## src/rtl/fp_pkg.sv

```systemverilog
// Shared types and default widths for the sequential floating-point adder.
package fp_pkg;

   localparam int FP_MW_DEF = 16;
   localparam int FP_EW_DEF = 8;

   typedef enum logic [2:0] {
      S_IDLE  = 3'd0,
      S_ALIGN = 3'd1,
      S_ADD   = 3'd2,
      S_NORM  = 3'd3,
      S_DONE  = 3'd4
   } fp_state_e;

endpackage

```

## src/rtl/fp_align_shift.sv

```systemverilog
// Combinational operand ordering and mantissa alignment for the ALIGN step.
module fp_align_shift
   import fp_pkg::*;
#(
   parameter int MW = FP_MW_DEF,
   parameter int EW = FP_EW_DEF
) (
   input  logic          sign_a_i,
   input  logic [MW-1:0] man_a_i,
   input  logic [EW-1:0] exp_a_i,
   input  logic          sign_b_i,
   input  logic [MW-1:0] man_b_i,
   input  logic [EW-1:0] exp_b_i,
   output logic          sign_l_o,
   output logic [MW-1:0] man_l_o,
   output logic          sign_s_o,
   output logic [MW-1:0] man_s_o,
   output logic [EW-1:0] exp_l_o
);

   logic [MW-1:0] man_s_raw_s;
   logic [EW-1:0] exp_s_s;
   logic [EW-1:0] dist_s;

   // Order operands by exponent, then shift the smaller one into alignment
   always_comb begin
      if (exp_a_i >= exp_b_i) begin
         sign_l_o    = sign_a_i;
         man_l_o     = man_a_i;
         exp_l_o     = exp_a_i;
         sign_s_o    = sign_b_i;
         man_s_raw_s = man_b_i;
         exp_s_s     = exp_b_i;
      end else begin
         sign_l_o    = sign_b_i;
         man_l_o     = man_b_i;
         exp_l_o     = exp_b_i;
         sign_s_o    = sign_a_i;
         man_s_raw_s = man_a_i;
         exp_s_s     = exp_a_i;
      end
      dist_s = exp_l_o - exp_s_s;
      // Distances at or beyond the mantissa width flush the small operand
      if (32'(dist_s) >= MW) begin
         man_s_o = {MW{1'b0}};
      end else begin
         man_s_o = man_s_raw_s >> dist_s;
      end
   end

endmodule

```

## src/rtl/fp_add_seq.sv

```systemverilog
// Multi-cycle add of sign/magnitude floats (value = (-1)^s * m * 2^e).
// Define FP_ADD_SEQ_SUB_EN to add the op_sub input that turns the operation into a-b.
module fp_add_seq
   import fp_pkg::*;
#(
   parameter int MW = FP_MW_DEF,
   parameter int EW = FP_EW_DEF
) (
   input  logic          clk,
   input  logic          rst,
   input  logic          in_valid,
   output logic          in_ready,
`ifdef FP_ADD_SEQ_SUB_EN
   input  logic          op_sub,
`endif
   input  logic          sign_a,
   input  logic          sign_b,
   input  logic [MW-1:0] man_a,
   input  logic [MW-1:0] man_b,
   input  logic [EW-1:0] exp_a,
   input  logic [EW-1:0] exp_b,
   output logic          out_valid,
   input  logic          out_ready,
   output logic          sign_o,
   output logic [MW-1:0] man_o,
   output logic [EW-1:0] exp_o,
   output logic          ovf
);

   fp_state_e     state_q;
   logic          in_ready_q;
   logic          out_valid_q;
   logic          sign_o_q;
   logic [MW-1:0] man_o_q;
   logic [EW-1:0] exp_o_q;
   logic          ovf_q;

   logic          sign_a_q, sign_b_q;
   logic [MW-1:0] man_a_q, man_b_q;
   logic [EW-1:0] exp_a_q, exp_b_q;

   logic          sign_l_q, sign_s_q;
   logic [MW-1:0] man_l_q, man_s_q;
   logic [EW-1:0] exp_l_q;

   logic          sign_w_q;
   logic [MW-1:0] man_w_q;
   logic [EW-1:0] exp_w_q;
   logic          ovf_w_q;

   logic          align_sign_l_s, align_sign_s_s;
   logic [MW-1:0] align_man_l_s, align_man_s_s;
   logic [EW-1:0] align_exp_l_s;

   logic          sign_b_in_s;
   logic [MW:0]   sum_s;
   logic          add_sign_d;
   logic [MW-1:0] add_man_d;
   logic [EW-1:0] add_exp_d;
   logic          add_ovf_d;
   logic          norm_shift_s;

`ifdef FP_ADD_SEQ_SUB_EN
   assign sign_b_in_s = sign_b ^ op_sub;
`else
   assign sign_b_in_s = sign_b;
`endif

   fp_align_shift #(
      .MW (MW),
      .EW (EW)
   ) u_align (
      .sign_a_i (sign_a_q),
      .man_a_i  (man_a_q),
      .exp_a_i  (exp_a_q),
      .sign_b_i (sign_b_q),
      .man_b_i  (man_b_q),
      .exp_b_i  (exp_b_q),
      .sign_l_o (align_sign_l_s),
      .man_l_o  (align_man_l_s),
      .sign_s_o (align_sign_s_s),
      .man_s_o  (align_man_s_s),
      .exp_l_o  (align_exp_l_s)
   );

   // Magnitude add/subtract with carry renormalisation and exponent saturation
   always_comb begin
      if (sign_l_q == sign_s_q) begin
         sum_s      = {1'b0, man_l_q} + {1'b0, man_s_q};
         add_sign_d = sign_l_q;
      end else if (man_l_q >= man_s_q) begin
         sum_s      = {1'b0, man_l_q} - {1'b0, man_s_q};
         add_sign_d = sign_l_q;
      end else begin
         sum_s      = {1'b0, man_s_q} - {1'b0, man_l_q};
         add_sign_d = sign_s_q;
      end
      add_ovf_d = 1'b0;
      if (sum_s[MW]) begin
         if (exp_l_q == {EW{1'b1}}) begin
            add_man_d = {MW{1'b1}};
            add_exp_d = {EW{1'b1}};
            add_ovf_d = 1'b1;
         end else begin
            add_man_d = sum_s[MW:1];
            add_exp_d = exp_l_q + {{(EW-1){1'b0}}, 1'b1};
         end
      end else if (sum_s[MW-1:0] == {MW{1'b0}}) begin
         add_man_d  = {MW{1'b0}};
         add_exp_d  = {EW{1'b0}};
         add_sign_d = 1'b0;
      end else begin
         add_man_d = sum_s[MW-1:0];
         add_exp_d = exp_l_q;
      end
   end

   assign norm_shift_s = (man_w_q != {MW{1'b0}}) && !man_w_q[MW-1] &&
                         (exp_w_q != {EW{1'b0}});

   // Control FSM together with all datapath and output registers
   always_ff @(posedge clk or posedge rst) begin
      if (rst) begin
         state_q     <= S_IDLE;
         in_ready_q  <= 1'b1;
         out_valid_q <= 1'b0;
         sign_o_q    <= 1'b0;
         man_o_q     <= {MW{1'b0}};
         exp_o_q     <= {EW{1'b0}};
         ovf_q       <= 1'b0;
         sign_a_q    <= 1'b0;
         sign_b_q    <= 1'b0;
         man_a_q     <= {MW{1'b0}};
         man_b_q     <= {MW{1'b0}};
         exp_a_q     <= {EW{1'b0}};
         exp_b_q     <= {EW{1'b0}};
         sign_l_q    <= 1'b0;
         sign_s_q    <= 1'b0;
         man_l_q     <= {MW{1'b0}};
         man_s_q     <= {MW{1'b0}};
         exp_l_q     <= {EW{1'b0}};
         sign_w_q    <= 1'b0;
         man_w_q     <= {MW{1'b0}};
         exp_w_q     <= {EW{1'b0}};
         ovf_w_q     <= 1'b0;
      end else begin
         case (state_q)
            S_IDLE: begin
               if (in_valid && in_ready_q) begin
                  sign_a_q   <= sign_a;
                  sign_b_q   <= sign_b_in_s;
                  man_a_q    <= man_a;
                  man_b_q    <= man_b;
                  exp_a_q    <= exp_a;
                  exp_b_q    <= exp_b;
                  in_ready_q <= 1'b0;
                  ovf_q      <= 1'b0;
                  state_q    <= S_ALIGN;
               end
            end
            S_ALIGN: begin
               sign_l_q <= align_sign_l_s;
               sign_s_q <= align_sign_s_s;
               man_l_q  <= align_man_l_s;
               man_s_q  <= align_man_s_s;
               exp_l_q  <= align_exp_l_s;
               state_q  <= S_ADD;
            end
            S_ADD: begin
               sign_w_q <= add_sign_d;
               man_w_q  <= add_man_d;
               exp_w_q  <= add_exp_d;
               ovf_w_q  <= add_ovf_d;
               state_q  <= S_NORM;
            end
            S_NORM: begin
               if (norm_shift_s) begin
                  man_w_q <= {man_w_q[MW-2:0], 1'b0};
                  exp_w_q <= exp_w_q - {{(EW-1){1'b0}}, 1'b1};
               end else begin
                  state_q <= S_DONE;
               end
            end
            S_DONE: begin
               // First DONE cycle publishes the result; later cycles wait for the consumer
               if (!out_valid_q) begin
                  sign_o_q    <= sign_w_q;
                  man_o_q     <= man_w_q;
                  exp_o_q     <= exp_w_q;
                  ovf_q       <= ovf_w_q;
                  out_valid_q <= 1'b1;
               end else if (out_ready) begin
                  out_valid_q <= 1'b0;
                  in_ready_q  <= 1'b1;
                  state_q     <= S_IDLE;
               end
            end
            default: begin
               state_q     <= S_IDLE;
               in_ready_q  <= 1'b1;
               out_valid_q <= 1'b0;
            end
         endcase
      end
   end

   assign in_ready  = in_ready_q;
   assign out_valid = out_valid_q;
   assign sign_o    = sign_o_q;
   assign man_o     = man_o_q;
   assign exp_o     = exp_o_q;
   assign ovf       = ovf_q;

endmodule

```

## config.mk

```make
export PLATFORM = sky130hd
export DESIGN_NAME = fp_add_seq
export DESIGN_NICKNAME = d
export VERILOG_FILES = /design/src/rtl/fp_pkg.sv /design/src/rtl/fp_align_shift.sv /design/src/rtl/fp_add_seq.sv
export SDC_FILE = /design/constraint.sdc
export NUM_CORES = 1
export LEC_CHECK = 0
export ABC_CLOCK_PERIOD_IN_PS = 6800
export CAP_MARGIN = 20
export CELL_PAD_IN_SITES_DETAIL_PLACEMENT = 1
export CELL_PAD_IN_SITES_GLOBAL_PLACEMENT = 1
export CORE_MARGIN = 1
export CORE_UTILIZATION = 39
export DETAILED_ROUTE_END_ITERATION = 16
export PLACE_DENSITY = 0.75
export SLEW_MARGIN = 25
export SYNTH_ARGS = -nofsm -noshare
export SYNTH_HDL_FRONTEND = slang
export SYNTH_HIERARCHICAL = 1
export SYNTH_SLANG_ARGS = --single-unit
```

## constraint.sdc

```tcl
create_clock -name clk -period 6.8 [get_ports clk]
set_clock_uncertainty 0.15 [all_clocks]
set_input_delay 1.36 -clock clk [delete_from_list [all_inputs] [get_ports clk]]
set_output_delay 1.36 -clock clk [all_outputs]
set_load 0.005 [all_outputs]
```

==> flow_metrics.tcl, run 1 <==
set metrics [dict create \
    rows 60 \
    antenna_found_initial 0 \
    grt_max_degree 98 \
    drive_gt1_frac 0.159 \
    hold_class "flop to flop" \
    status "finished clean" \
    initial_core_util 0.400 \
    clock_sinks 149 \
    io_buffer_count 81 \
    max_clock_freq_mhz 192 \
    netlist_instances 1170 \
    grt_use_met1 0.312 \
    finalSetupViolCount 0 \
    fp.dieArea_um2 28600 \
    path_cells "inv_1 -> ha_1 -> nand2b_4 -> a2111o_1 -> a21o_1 -> buf_4 -> mux2i_1 -> inv_1 -> ha_1 -> a211oi_4 -> xor2_2 -> nand2_1 -> a21oi_1 -> a31oi_1 -> a2111oi_0 -> nand2_1 -> o21ai_0" \
    cp.required_ns 7.00 \
    route.vias.total 9156 \
    hpwl_mm 23.3 \
    finalHoldViolations 0 \
    synth_flop_cell "dfrtp_1" \
    post-route-min-period_ns 5.20 \
    detail_route.iter0.violations 565 \
    avgSynthCellArea_um2 9.29 \
    syn_area_um2 10900 \
    yosysSeqAreaShare 0.343 \
    gp_congestion 0.874 \
    ctsHoldBuffers 0 \
    clockRootBuffer "clkbuf_16" \
    tightest_slew_ns 0.915 \
    regToRegEndpoint "man_s_q[3]" \
    cts_tree "done" \
    grt_setup_unrepaired "no" \
    pin_count 82 \
    via_per_inst 5.72 \
    post-route-period-util 0.764 \
    ys_types 88 \
    synth_nets 1287 \
    yosys_warnings 6 \
    crit_end "man_s_q[3]" \
    slew_violations 0 \
    yosys_register_bits 149 \
    grt_util_met2 0.377 \
    synth_edf_count 0 \
    end_kind "flop" \
    die_h_um 169 \
    worstReg2RegStart "exp_a_q[0]" \
    fin_nets 1333 \
    synth-async-reset-ratio 1.00 \
    coreArea_um2 27200 \
    drv_cap 0 \
    crit_arrival_ns 5.39 \
    crit_fanout 36 \
    cpPeakStageDelay_ns 0.75 \
    insertion_delay_ns 0.44 \
    start_kind "flop" \
    grt_overflow_total 0 \
    area_growth_syn_to_layout_pct 15.1 \
    drt_wl_total_mm 31.2 \
    busiest_layer "met2" \
    clk_path_buf_depth 2 \
    die_w_um 169 \
    track_usage 0.228 \
    ff2ff_setup_slack_ns 1.60 \
    drc 0 \
    cts_setup_buffers 0 \
    worstSetupPathType "flop to flop" \
    worst_path_max_delay_cell "xor2_2" \
    fin_hold_ws_ns 0.355 \
    relSlewSlack 0.389 \
    rr_worst_depth 17 \
    fin_setup_tns_ns 0 \
    cts-resized-gates 0 \
    critical_path.startpoint "exp_a_q[0]" \
    firstDrtPassIters 7 \
    grt_pass1_wl_mm 51.9 \
    ant_nets 0 \
    num_antenna_cells 0 \
    cts_max_level 4 \
    grt_pass1_vias 9388 \
    hold_depth 2 \
    cts_buffers 17 \
    path_clk_slew_ns 0.07 \
    avgRoutedWirePerCell_um 19.5 \
    grt_use_met3 0.0269 \
]
[registers in the layout (all words and copies together) (netlist names), 16 cells and up]
name,count
man_s_q,16
man_o,16
man_a_q,16
man_b_q,16
man_w_q,16
man_l_q,16
[synth_stat cells (all sizes together), types with 6 or more instances]
| library cell | number | area share |
|---|---|---|
| ha | 60 | 0.069 |
| a211oi | 20 | 0.017 |
| nor2b | 14 | 0.0081 |
| dfrtp | 148 | 0.34 |
| and3 | 6 | 0.0035 |
| mux2 | 108 | 0.11 |
| a211o | 6 | 0.0048 |
| and2 | 11 | 0.0064 |
| nand2 | 119 | 0.041 |
| nand3 | 27 | 0.012 |
| nor3 | 19 | 0.0092 |
| o211ai | 12 | 0.0083 |
| clkbuf | 38 | 0.013 |
| mux2i | 50 | 0.046 |
| a21o | 13 | 0.0090 |
| inv | 60 | 0.021 |
| a31oi | 13 | 0.0075 |
| o31ai | 11 | 0.0081 |
| or3 | 11 | 0.0063 |
| o21ai | 76 | 0.035 |
| nand4 | 15 | 0.010 |
| a21oi | 71 | 0.033 |
| nand2b | 13 | 0.0082 |
| xor2 | 10 | 0.0087 |
| o311ai | 10 | 0.0081 |
| nor4b | 7 | 0.0068 |
| buf | 30 | 0.016 |
| a2111oi | 9 | 0.0098 |
| xnor2 | 13 | 0.010 |
| nor4 | 10 | 0.0083 |
| nor2 | 77 | 0.027 |
[per-layer routing]
metal | vias to the layer above | wire, um
met5 | - | 0
met1 | 4572 | 14900
met3 | 41 | 883
li1 | 4345 | -
met4 | 0 | 637
met2 | 198 | 14800
[worst min path at each step]
| stage | slack, ns | endpoint | start |
|---|---|---|---|
| after global routing | 0.38 | exp_o[7] | exp_o[7] |
| after global placement | 0.33 | in_ready | in_ready |
| after CTS | 0.36 | man_o[4] | man_o[4] |
| after detailed placement | 0.34 | in_ready | in_ready |
| after floorplan | 0.29 | sign_w_q | sign_w_q |
| final | 0.35 | in_ready | in_ready |
[logic make-up (layout without fill, tap and decap cells)]
family                   Yosys count  count (layout)  synth area share
AND/OR/NAND/NOR                  349             349             0.162
adder cells (fa/ha/maj)           63              63            0.0746
buffers and inverters            128             187            0.0498
AO/OA/AOI/OAI                    296             296             0.185
XOR/XNOR                          23              23            0.0192
multiplexers                     162             162             0.167
flip-flops                       149             149             0.343
[area by class of cell]
cell class	count	area [um^2]
Clock inverter	14	115
Clock buffer	18	439
Multi-Input combinational cell	893	6630
Timing Repair Buffer	95	916
Inverter	60	230
Tap cell	372	465
Sequential cell	149	3730
Fill cell	3153	14700
[cells in the final DEF, fill, tap and decap left out, drive strengths merged, types with 10 or more instances in the layout]
master	n
o21ai	76
mux2i	50
clkbuf	18
o211ai	12
nand2	119
nor2	77
nand2b	13
and2	11
a21oi	71
xor2	10
o311ai	10
mux2	108
nor3	19
dfrtp	148
a211oi	20
nor2b	14
nand3	27
clkdlybuf4s50	81
buf	14
a21o	13
nand4	15
ha	60
nor4	10
or3	11
inv	68
o31ai	11
a31oi	13
xnor2	13
[worst max-delay path: cells and delay by family, from the launching register on]
kind,cells,cell delay (ns)
compound gates,7,1.53
flops,1,0.37
xor+xnor,1,0.75
mux,1,0.34
fa+ha+maj,2,0.94
simple gates,3,0.46
buf+inv,3,0.56
[stage by stage]
step | std cells | setup slack (ns) | utilization | instance area (um^2)
floorplan | 1170 | 1.28 | - | 10900
global placement | 1569 | 1.87 | 0.440 | 12000
detailed placement | 1569 | 1.73 | 0.440 | 12000
CTS | 1601 | 1.62 | 0.461 | 12500
global route | 1601 | 1.25 | 0.461 | 12500
finish | 1601 | 1.60 | 0.461 | 12500
Power of run 1 is not shown: default switching activity piles up to over one toggle a cycle in this logic, so the estimate is an artifact.
==> run 2: changes to the inputs <==
--- a/config.mk
+++ b/config.mk
@@ -5,7 +5,7 @@
 export SDC_FILE = /design/constraint.sdc
 export NUM_CORES = 1
 export LEC_CHECK = 0
-export ABC_CLOCK_PERIOD_IN_PS = 6800
+export ABC_CLOCK_PERIOD_IN_PS = 4800
 export CAP_MARGIN = 20
 export CELL_PAD_IN_SITES_DETAIL_PLACEMENT = 1
 export CELL_PAD_IN_SITES_GLOBAL_PLACEMENT = 1
==> constraint.sdc (replaced) <==
create_clock -name clk -period 4.8 [get_ports clk]
set_clock_uncertainty 0.15 [all_clocks]
set_input_delay 0.96 -clock clk [delete_from_list [all_inputs] [get_ports clk]]
set_output_delay 0.96 -clock clk [all_outputs]
set_load 0.005 [all_outputs]
==> run 2 against run 1 <==
  * Die area is the same
  * Largest cell class unchanged
  * Register-to-register slack lost 1.3 ns
  * First-iteration DRC count grew 11%
==> flow_metrics.tcl, run 2 (synthesis results as in run 1) <==
set metrics [dict create \
    status "finished clean" \
    io_buffer_count 81 \
    fin_nets 1360 \
    coreArea_um2 27200 \
    cts_max_level 4 \
    post-route-min-period_ns 4.48 \
    num_antenna_cells 0 \
    ant_nets 0 \
    die_h_um 169 \
    fin_util 0.472 \
    max_clock_freq_mhz 223 \
    cp.required_ns 4.99 \
    pre_cts_slack_ns 0.355 \
    tightest_slew_ns 0.780 \
    grt_setup_unrepaired "no" \
    hold_class "flop to flop" \
    cts_tree "done" \
    avgRoutedWirePerCell_um 19.8 \
    pin_count 82 \
    cpPeakStageDelay_ns 0.53 \
    end_kind "flop" \
    worst_path_max_delay_cell "ha_1" \
    track_usage 0.236 \
    finalHoldViolations 0 \
    firstDrtPassIters 5 \
    hpwl_mm 24.5 \
    grt_max_degree 75 \
    fin_ws_ns 0.319 \
    grt_util_met2 0.386 \
    grt_pass1_wl_mm 53.6 \
    via_per_inst 5.71 \
    insertion_delay_ns 0.43 \
    final_common_cell "dfrtp_1" \
    drive_gt1_frac 0.178 \
    worstSetupPathType "flop to flop" \
    path_delay_family "compound AO/OA/AOI/OAI gates" \
    cts_buffers 17 \
    grt_pass1_vias 9763 \
    clock_sinks 149 \
    clockRootBuffer "clkbuf_16" \
    busiest_layer "met2" \
    path_cells "ha_1 -> o21ai_0 -> a211oi_2 -> a21o_1 -> mux2i_1 -> inv_1 -> ha_1 -> a211oi_4 -> or3_1 -> o211a_2 -> mux2_4 -> o32a_4 -> nor4b_1 -> nand2_1 -> o21ai_0" \
    most-common-layout-cells "dfrtp_1, nand2_1, mux2_2" \
    detail_route.iter0.violations 626 \
    finalSetupViolCount 0 \
    fp.dieArea_um2 28600 \
    grt_use_met3 0.0320 \
    clk_path_buf_depth 2 \
    die_w_um 169 \
    crit_fanout 16 \
    drt_wl_total_mm 32.2 \
    rows 60 \
    area_growth_syn_to_layout_pct 17.8 \
    initial_core_util 0.400 \
    gp_congestion 0.923 \
    post-route-period-util 0.934 \
    start_kind "flop" \
    grt_use_met1 0.322 \
    drc 0 \
    fill_cells 3136 \
    slew_violations 0 \
    crit_arrival_ns 4.67 \
    path_buf_inv 1 \
    fin_setup_tns_ns 0 \
    drv_cap 0 \
    grt_overflow_total 0 \
    antenna_found_initial 0 \
    path_clk_slew_ns 0.07 \
    relSlewSlack 0.479 \
    route.vias.total 9302 \
]
[run 2: cell types whose count changed in the layout (fill, tap and decap cells not counted), moves of 2 or more]
cell,delta
clkinv_2,-2
buf_4,+24
inv_6,-3
inv_8,+2
buf_12,+3
[run 2: layer usage]
layer,wire (um),part of all wire,vias to the layer above
li1,-,-,4404
met1,15300,0.48,4654
met2,15200,0.47,194
met3,919,0.029,50
met4,826,0.026,0
met5,0,0,-
[run 2: layout make-up]
type | instances | area, um^2 | share of cell area
Inverter | 60 | 229 | 0.0179
Multi-Input combinational cell | 893 | 6640 | 0.518
Clock inverter | 14 | 158 | 0.0123
Clock buffer | 18 | 439 | 0.0343
Timing Repair Buffer | 122 | 1160 | 0.0902
Tap cell | 372 | 465 | 0.0363
Sequential cell | 149 | 3730 | 0.291
[run 2: timing repair]
| item | CTS | global route |
|---|---|---|
| gates resized for setup | 0 | 1 |
| buffers inserted | 0 | 2 |
| hold buffers | 0 | 0 |
| setup endpoints to repair | 0 | 6 |
[run 2: worst min-delay path: cells and delay by family, from the launching register on]
| family | cells | cell delay (ns) |
|---|---|---|
| compound gates | 1 | 0.06 |
| flops | 1 | 0.35 |
| simple gates | 1 | 0.05 |
[run 2: final timing paths]
kind	startpoint	to	slack (ns)	depth (start not counted)
worst max-delay path	exp_a_q[2]	man_s_q[8]	0.32	15
worst min-delay path	ovf_w_q	ovf	0.35	2
worst max register to register	exp_a_q[2]	man_s_q[8]	0.32	15
worst min register to register	ovf_w_q	ovf	0.35	2
max in group asynchronous	rst	man_s_q[4]	3.11	3
min in group asynchronous	rst	exp_o[6]	0.74	2
[run 2: metrics by stage]
stage               instances  hold WS [ns]  instance area [um^2]
floorplan                1170         0.293                 10900
global placement         1593         0.329                 12200
detailed placement       1594         0.336                 12200
CTS                      1626         0.354                 12800
global route             1628         0.372                 12800
finish                   1628         0.346                 12800
Power of run 2 is left out for the same reason.
